`src/rtl/or_taint_rr_arbiter.sv`:
```
// Round-robin arbiter sharing one 1-bit OR unit among N requesters, with DIFT taint labels.
// Define OR_ARB_PRECISE_TAINT_EN for value-aware OR taint; default is conservative a_t|b_t.
module or_taint_rr_arbiter #(
    parameter int N  = 4,
    parameter int TW = 32,
    localparam int IDW = $clog2(N)
) (
    input  logic            clk,
    input  logic            rst_n,
    input  logic [N-1:0]    req,
    input  logic [N*TW-1:0] req_t,
    input  logic [N-1:0]    a,
    input  logic [N*TW-1:0] a_t,
    input  logic [N-1:0]    b,
    input  logic [N*TW-1:0] b_t,
    output logic [N-1:0]    gnt,
    output logic [TW-1:0]   gnt_t,
    output logic            res_valid,
    input  logic            res_ready,
    output logic [IDW-1:0]  res_id,
    output logic            c,
    output logic [TW-1:0]   c_t
);

    logic [IDW-1:0] ptr;
    logic [IDW-1:0] win;
    logic           found;
    logic           slot_free;
    logic           accept;
    logic [TW-1:0]  req_taint_all;
    logic           win_a;
    logic           win_b;
    logic [TW-1:0]  win_a_t;
    logic [TW-1:0]  win_b_t;

    function automatic logic [TW-1:0] op_taint(input logic av, input logic bv,
                                               input logic [TW-1:0] at,
                                               input logic [TW-1:0] bt);
`ifdef OR_ARB_PRECISE_TAINT_EN
        // A controlling 1 alone decides the OR; with two 1s either one suffices.
        case ({av, bv})
            2'b10:   op_taint = at;
            2'b01:   op_taint = bt;
            2'b11:   op_taint = at & bt;
            default: op_taint = at | bt;
        endcase
`else
        op_taint = (av | bv | 1'b1) ? (at | bt) : '0;
`endif
    endfunction

    always_comb begin
        win   = '0;
        found = 1'b0;
        for (int k = 0; k < N; k++) begin
            if (!found && req[(int'(ptr) + k) % N]) begin
                found = 1'b1;
                win   = IDW'((int'(ptr) + k) % N);
            end
        end
    end

    // Every pending request shapes the decision, so all their labels flow into the grant.
    always_comb begin
        req_taint_all = '0;
        for (int i = 0; i < N; i++) begin
            if (req[i]) req_taint_all = req_taint_all | req_t[i*TW +: TW];
        end
    end

    assign slot_free = !res_valid || res_ready;
    assign accept    = rst_n && slot_free && (|req);
    assign gnt       = accept ? (N'(1) << win) : '0;
    assign gnt_t     = accept ? req_taint_all : '0;

    assign win_a   = a[win];
    assign win_b   = b[win];
    assign win_a_t = a_t[int'(win)*TW +: TW];
    assign win_b_t = b_t[int'(win)*TW +: TW];

    // Result slot register stage
    always_ff @(posedge clk or negedge rst_n) begin
        if (!rst_n) begin
            ptr       <= '0;
            res_valid <= 1'b0;
            res_id    <= '0;
            c         <= 1'b0;
            c_t       <= '0;
        end else if (accept) begin
            ptr       <= (win == IDW'(N - 1)) ? '0 : win + IDW'(1);
            res_valid <= 1'b1;
            res_id    <= win;
            c         <= win_a | win_b;
            c_t       <= op_taint(win_a, win_b, win_a_t, win_b_t) | gnt_t;
        end else if (res_ready) begin
            res_valid <= 1'b0;
        end
    end

endmodule
```
`config.mk`:
```
export PLATFORM = sky130hd
export DESIGN_NAME = or_taint_rr_arbiter
export DESIGN_NICKNAME = d
export VERILOG_FILES = /design/src/rtl/or_taint_rr_arbiter.sv
export SDC_FILE = /design/constraint.sdc
export NUM_CORES = 1
export LEC_CHECK = 0
export CAP_MARGIN = 20
export CORE_AREA = 2 2 181 183
export CTS_CLUSTER_DIAMETER = 120
export DETAILED_ROUTE_END_ITERATION = 16
export DIE_AREA = 0 0 183 185
export GPL_ROUTABILITY_DRIVEN = 0
export PLACE_DENSITY = 0.4
export SLEW_MARGIN = 20
export SYNTH_ARGS = -nofsm -noshare
export SYNTH_HDL_FRONTEND = slang
export SYNTH_SLANG_ARGS = --single-unit
```
`constraint.sdc`:
```
create_clock -name clk -period 6.36 [get_ports clk]
set_input_delay 1.59 -clock clk [delete_from_list [all_inputs] [get_ports clk]]
set_output_delay 1.59 -clock clk [all_outputs]
set_load 0.005 [all_outputs]
```
Yosys cells after proc, flatten, opt, wreduce, memory -nomap -nowiden
Cells that the tools add are included.

operators by class
  bitwise operators = 9
  eq/ne operators = 1
  multiply operators = 0
  multiplexer cells = 31
  add/subtract/negate cells = 4
  reduce and logical (&&, ||, !) cells = 15
  shift operators = 3
  $lt $le $gt $ge = 5
  div/mod/pow operators = 0

operators with widths
  kind                 count
  $shiftx 128x8->32    2
  $mux 32              5
  $or 32x32->32        5
  $mux 1               14
  $bmux 1 s2           6
  $lt 3x4->1 const B   3
  $mux 2               5
  $lt 2x3->1 const B   2
  $reduce_or 2->1      3
  $logic_and 1x1->1    5
  $add 2x1->2 const B  2
  $add 2x2->2 const B  2
  $logic_not 1->1      4
  $mux 4               1
  $reduce_or 4->1      1
  $shl 1x2->4 const A  1
  $and 1x1->1 const A  3
  $eq 2x2->1 const B   1
  $reduce_bool 2->1    1
  $logic_or 1x1->1     1
  $or 1x1->1           1

word-level totals
  latch bits = 0
  bits of input ports = 399
  RAM bits = 0
  word-level logic and storage cells = 73
  flip-flop bits (word level) = 38
  output and inout bits = 72
  memories kept = 0
  bits in read-only memories = 0

Logic depth before layout (Yosys ltp)
  depth after elaboration = 17
  depth in mapped cells = 10
  gate-level depth less buffers = 7

Worst setup path after synthesis
No wires, ideal clock.

  kind = input to output
  start = input req[2]
  end = output gnt[0]
  buffers on the path = 2
  data arrival time = 2891 ps
  cell stages on the path = 6
  data required time = 4770 ps
  setup slack = 1879 ps
  cell sequence = buf_2 or3b_2 o221ai_2 buf_2 ha_1 and2_1

on the way
  word-level cells in the longest chain between the ends = 14
  elaborated cells between the ends (all ways) = 28
  those cells by class = shift: 1; mux: 19; reduce/logical: 8

RTL lines
  what                          RTL line  source
  from (decl)                   10        input logic [N-1:0] req,
  $bmux 1 s2                    56        if (!found && req[(int'(ptr) + k) % N]) begin
  $mux 1 (not written as such)  56
  $mux 1                        56
  $logic_not 1->1               56
  $logic_and 1x1->1             56
  $mux 1                        56
  $logic_not 1->1               56
  $logic_and 1x1->1             56
  $mux 1                        56
  $logic_not 1->1               56
  $logic_and 1x1->1             56
  $mux 2                        56
  $shl 1x2->4                   73        assign gnt = accept ? (N'(1) << win) : '0;
  $mux 4 *                      73
  to (decl)                     16        output logic [N-1:0] gnt,

Every way passes the cells marked *; elsewhere a longest branch is shown, timed or not. The select of a mux whose other input is x is not followed.

Final worst setup path
  start = input req[2]
  end = output gnt[3]

on the way
  word-level cells in the longest chain between the ends = 14
  elaborated cells between the ends (all ways) = 28
  those cells by class = shift: 1; mux: 19; reduce/logical: 8

RTL lines
  what                          RTL line  source
  $bmux 1 s2                    56
  $mux 1 (not written as such)  56
  $mux 1                        56
  $logic_not 1->1               56
  $logic_and 1x1->1             56
  $mux 1                        56
  $logic_not 1->1               56
  $logic_and 1x1->1             56
  $mux 1                        56
  $logic_not 1->1               56
  $logic_and 1x1->1             56
  $mux 2 *                      56
  net win[0]                    26        logic [IDW-1:0] win;
  $shl 1x2->4 *                 73
  $mux 4 *                      73

The timed path passes the listed nets; every way through them passes the cells marked *. The select of a mux whose other input is x is not followed.

==> results by group <==
Outcome
  – Run status: finished, final reports clean

Power
  – LEAKAGE: about 3.3 nW
  – Power density cells: 149 nW/um2
  – Peak supply drop: 0.0000829 V
  – Total power: 1.33 mW

Synthesis
  – Flops & latches, synth: 38
  – Largest cells by area after synthesis: dfrtp_1, nor2_1, mux4_2
  – Syn avg cell area: 8.35 um2
  – Synth cell types: 31
  – Post-synth top area share: about a quarter
  – Syn Std Cell Area: 3610 um2
  – Sequential element share of the synthesized area: a little over a quarter
  – Ys Warns: 0
  – Syn nets: 836
  – Post-synthesis cell count: between 400 and 500
  – Area leader, netlist: dfrtp_1

Place
  – Post-Place Cells: 1291
  – # port buffers: 470
  – DP Wirelength: 22.3 mm
  – Post-placement cell area: 8770 um2

Worst setup path
  – Critical path capture point type: output pin
  – R2R setup slack: 3960 ps
  – Worst Path Arrival: 3750 ps
  – Startpoint types: input pin
  – Crit-path max FO: 17
  – Worst EP required: 4770 ps
  – Setup CP Type: input pin to output pin

STA
  – Min Tclk post-route: 5340 ps
  – Layout Skew: 7.14 ps
  – Tightest Pin Transition: between 800 and 900 ps
  – RSZ-0062 raised after global routing: false
  – Fmax: around 190 MHz
  – Final Setup Violations: 0
  – Final worst path period share: 84.0%
  – Hold Fails Final Rpt: 0
  – Slew HR: 46.4%
  – Final Max Slew Viols: 0
  – Setup TNS: 0 ps

Cells and area
  – Share of cells above drive strength 1: 6.97%
  – Final instance area: about 8900 um2
  – Commonest non-fill, non-tap cell in the layout: clkdlybuf4s50_1
  – Post-route insts no fill: ~1300
  – Final #Nets: ~1300
  – Area Growth Syn to Fin: 146%
  – Most frequent cells in the layout: clkdlybuf4s50_1, nor2_1, dfrtp_1

Detailed routing
  – Final wirelength: 26.7 mm
  – Initial DRC Count: 145
  – Final ANT Viol Nets: 0
  – # DRC: 0
  – DR pass1 iterations: 4
  – Vias per std cell: ~4
  – Via Count: 5277
  – Detailed-route wire length per cell: 20.5 um

Global route
  – Grt total ovfl: 0
  – Vias in the first global route: between 5000 and 6000
  – Antenna violations before repair: 2
  – First-pass GRT wire length: 36.9 mm
  – Gr usage total: roughly 15%
  – Largest net degree at the start of global routing: 39

Clocking
  – CTS resizes: 0
  – Hold_buf cts: 0
  – Root Driver: clkbuf_16
  – Setup repair bufs after CTS: 0
  – CTS tree: done
  – H-tree depth: 2
  – Register clock-pin slew on the reported worst setup and hold paths: around 60 ps
  – Clk buf depth: 2
  – CTS buffer count: 5
  – Clock Sinks: 38
  – Worst-Skew Late Latency: 290 ps

Floorplanning
  – Die ar.: about 34000 um2
  – Area of the core: 32000 um2
  – Die Ht: 185 um
  – IO Count: 471
  – Die width: 183 um
  – Starting Density: 11.3%
  – FP Rows: 66

Worst hold path
  – Hold crit path type: register to register

Flow run
  – MaxCap Viol Count: 0
## cells in the mapped netlist
library cell and count:
nor2_1 193, dfrtp_1 38, a221oi_1 32, a22o_1 32
a31oi_1 32, mux4_2 30, clkbuf_1 23, buf_2 7
buf_6 5, nand2_1 5, and2_1 4, ha_1 4
a21oi_1 3, inv_1 3, or3_1 3, mux4_1 2
nand2b_1 2, o22ai_1 2, a21boi_0 1, a21o_1 1
a21oi_2 1, buf_4 1, mux2i_1 1, nor2b_1 1
o21a_1 1, o21ai_0 1, o221ai_2 1, o31ai_1 1
o32ai_1 1, o41ai_1 1, or3b_2 1
## layout make-up
cell class / count / area [um2]
diodes: 1 / 2.50
clock buffers: 7 / 133
fillers: 3465 / 23100
inverters: 3 / 11.3
multi-input cells: 356 / 2500
flip-flops and latches: 38 / 951
well taps: 408 / 510
repair buffers: 486 / 4800
## cell families after synthesis
logic type,count (synthesis),share of synthesized area [%]
adders and majority gates,4,1.38
AOI/OAI and AO/OA,110,23.9
DFF,38,26.3
buffers and inverters,39,5.43
muxes,33,20.4
and+or+nand+nor,209,22.5
## critical path, cell delays in order
cell and delay (ps):
buf_2 380, or3b_2 520, o221ai_4 210, inv_1 210, ha_1 250, and2_1 130, clkdlybuf4s50_1 460
## layer usage
| metal | track usage (%) | vias to the layer above | wire, um |
|---|---|---|---|
| li1 | - | 2537 | - |
| met1 | 15.7 | 2430 | 9940 |
| met2 | 29.8 | 290 | 14300 |
| met3 | 3.97 | 20 | 2050 |
| met4 | 3.36 | 0 | 402 |
| met5 | 0 | - | 0 |
## power by group
part           switching, mW  total, mW  internal, mW
clock network          0.110      0.254         0.144
logic                  0.296      0.773         0.477
registers             0.0260      0.304         0.278
## sequential cells by signal, indices dropped and copies added (netlist names)
signal and count:
c 1, c_t 32, ptr 2, res_id 2
res_valid 1
## path summary, 6_finish.rpt
path                       cells past startpoint        end      start
max                                            7     gnt[3]     req[2]
min                                            2  res_id[1]  res_id[1]
max reg2reg                                    6    c_t[29]     ptr[1]
min reg2reg                                    2  res_id[1]  res_id[1]
max in group asynchronous                      2     c_t[1]      rst_n
min in group asynchronous                      2    c_t[22]      rst_n
## stage by stage
stage	util (%)	setup WS, ps	hold WS (ps)
final	27.8	1020	486
after global routing	27.8	852	515
after CTS	27.8	917	489
after detailed placement	27.4	925	474
after global placement	27.4	948	464
after floorplan	-	1880	473
Power figures use the tool's default switching activity.
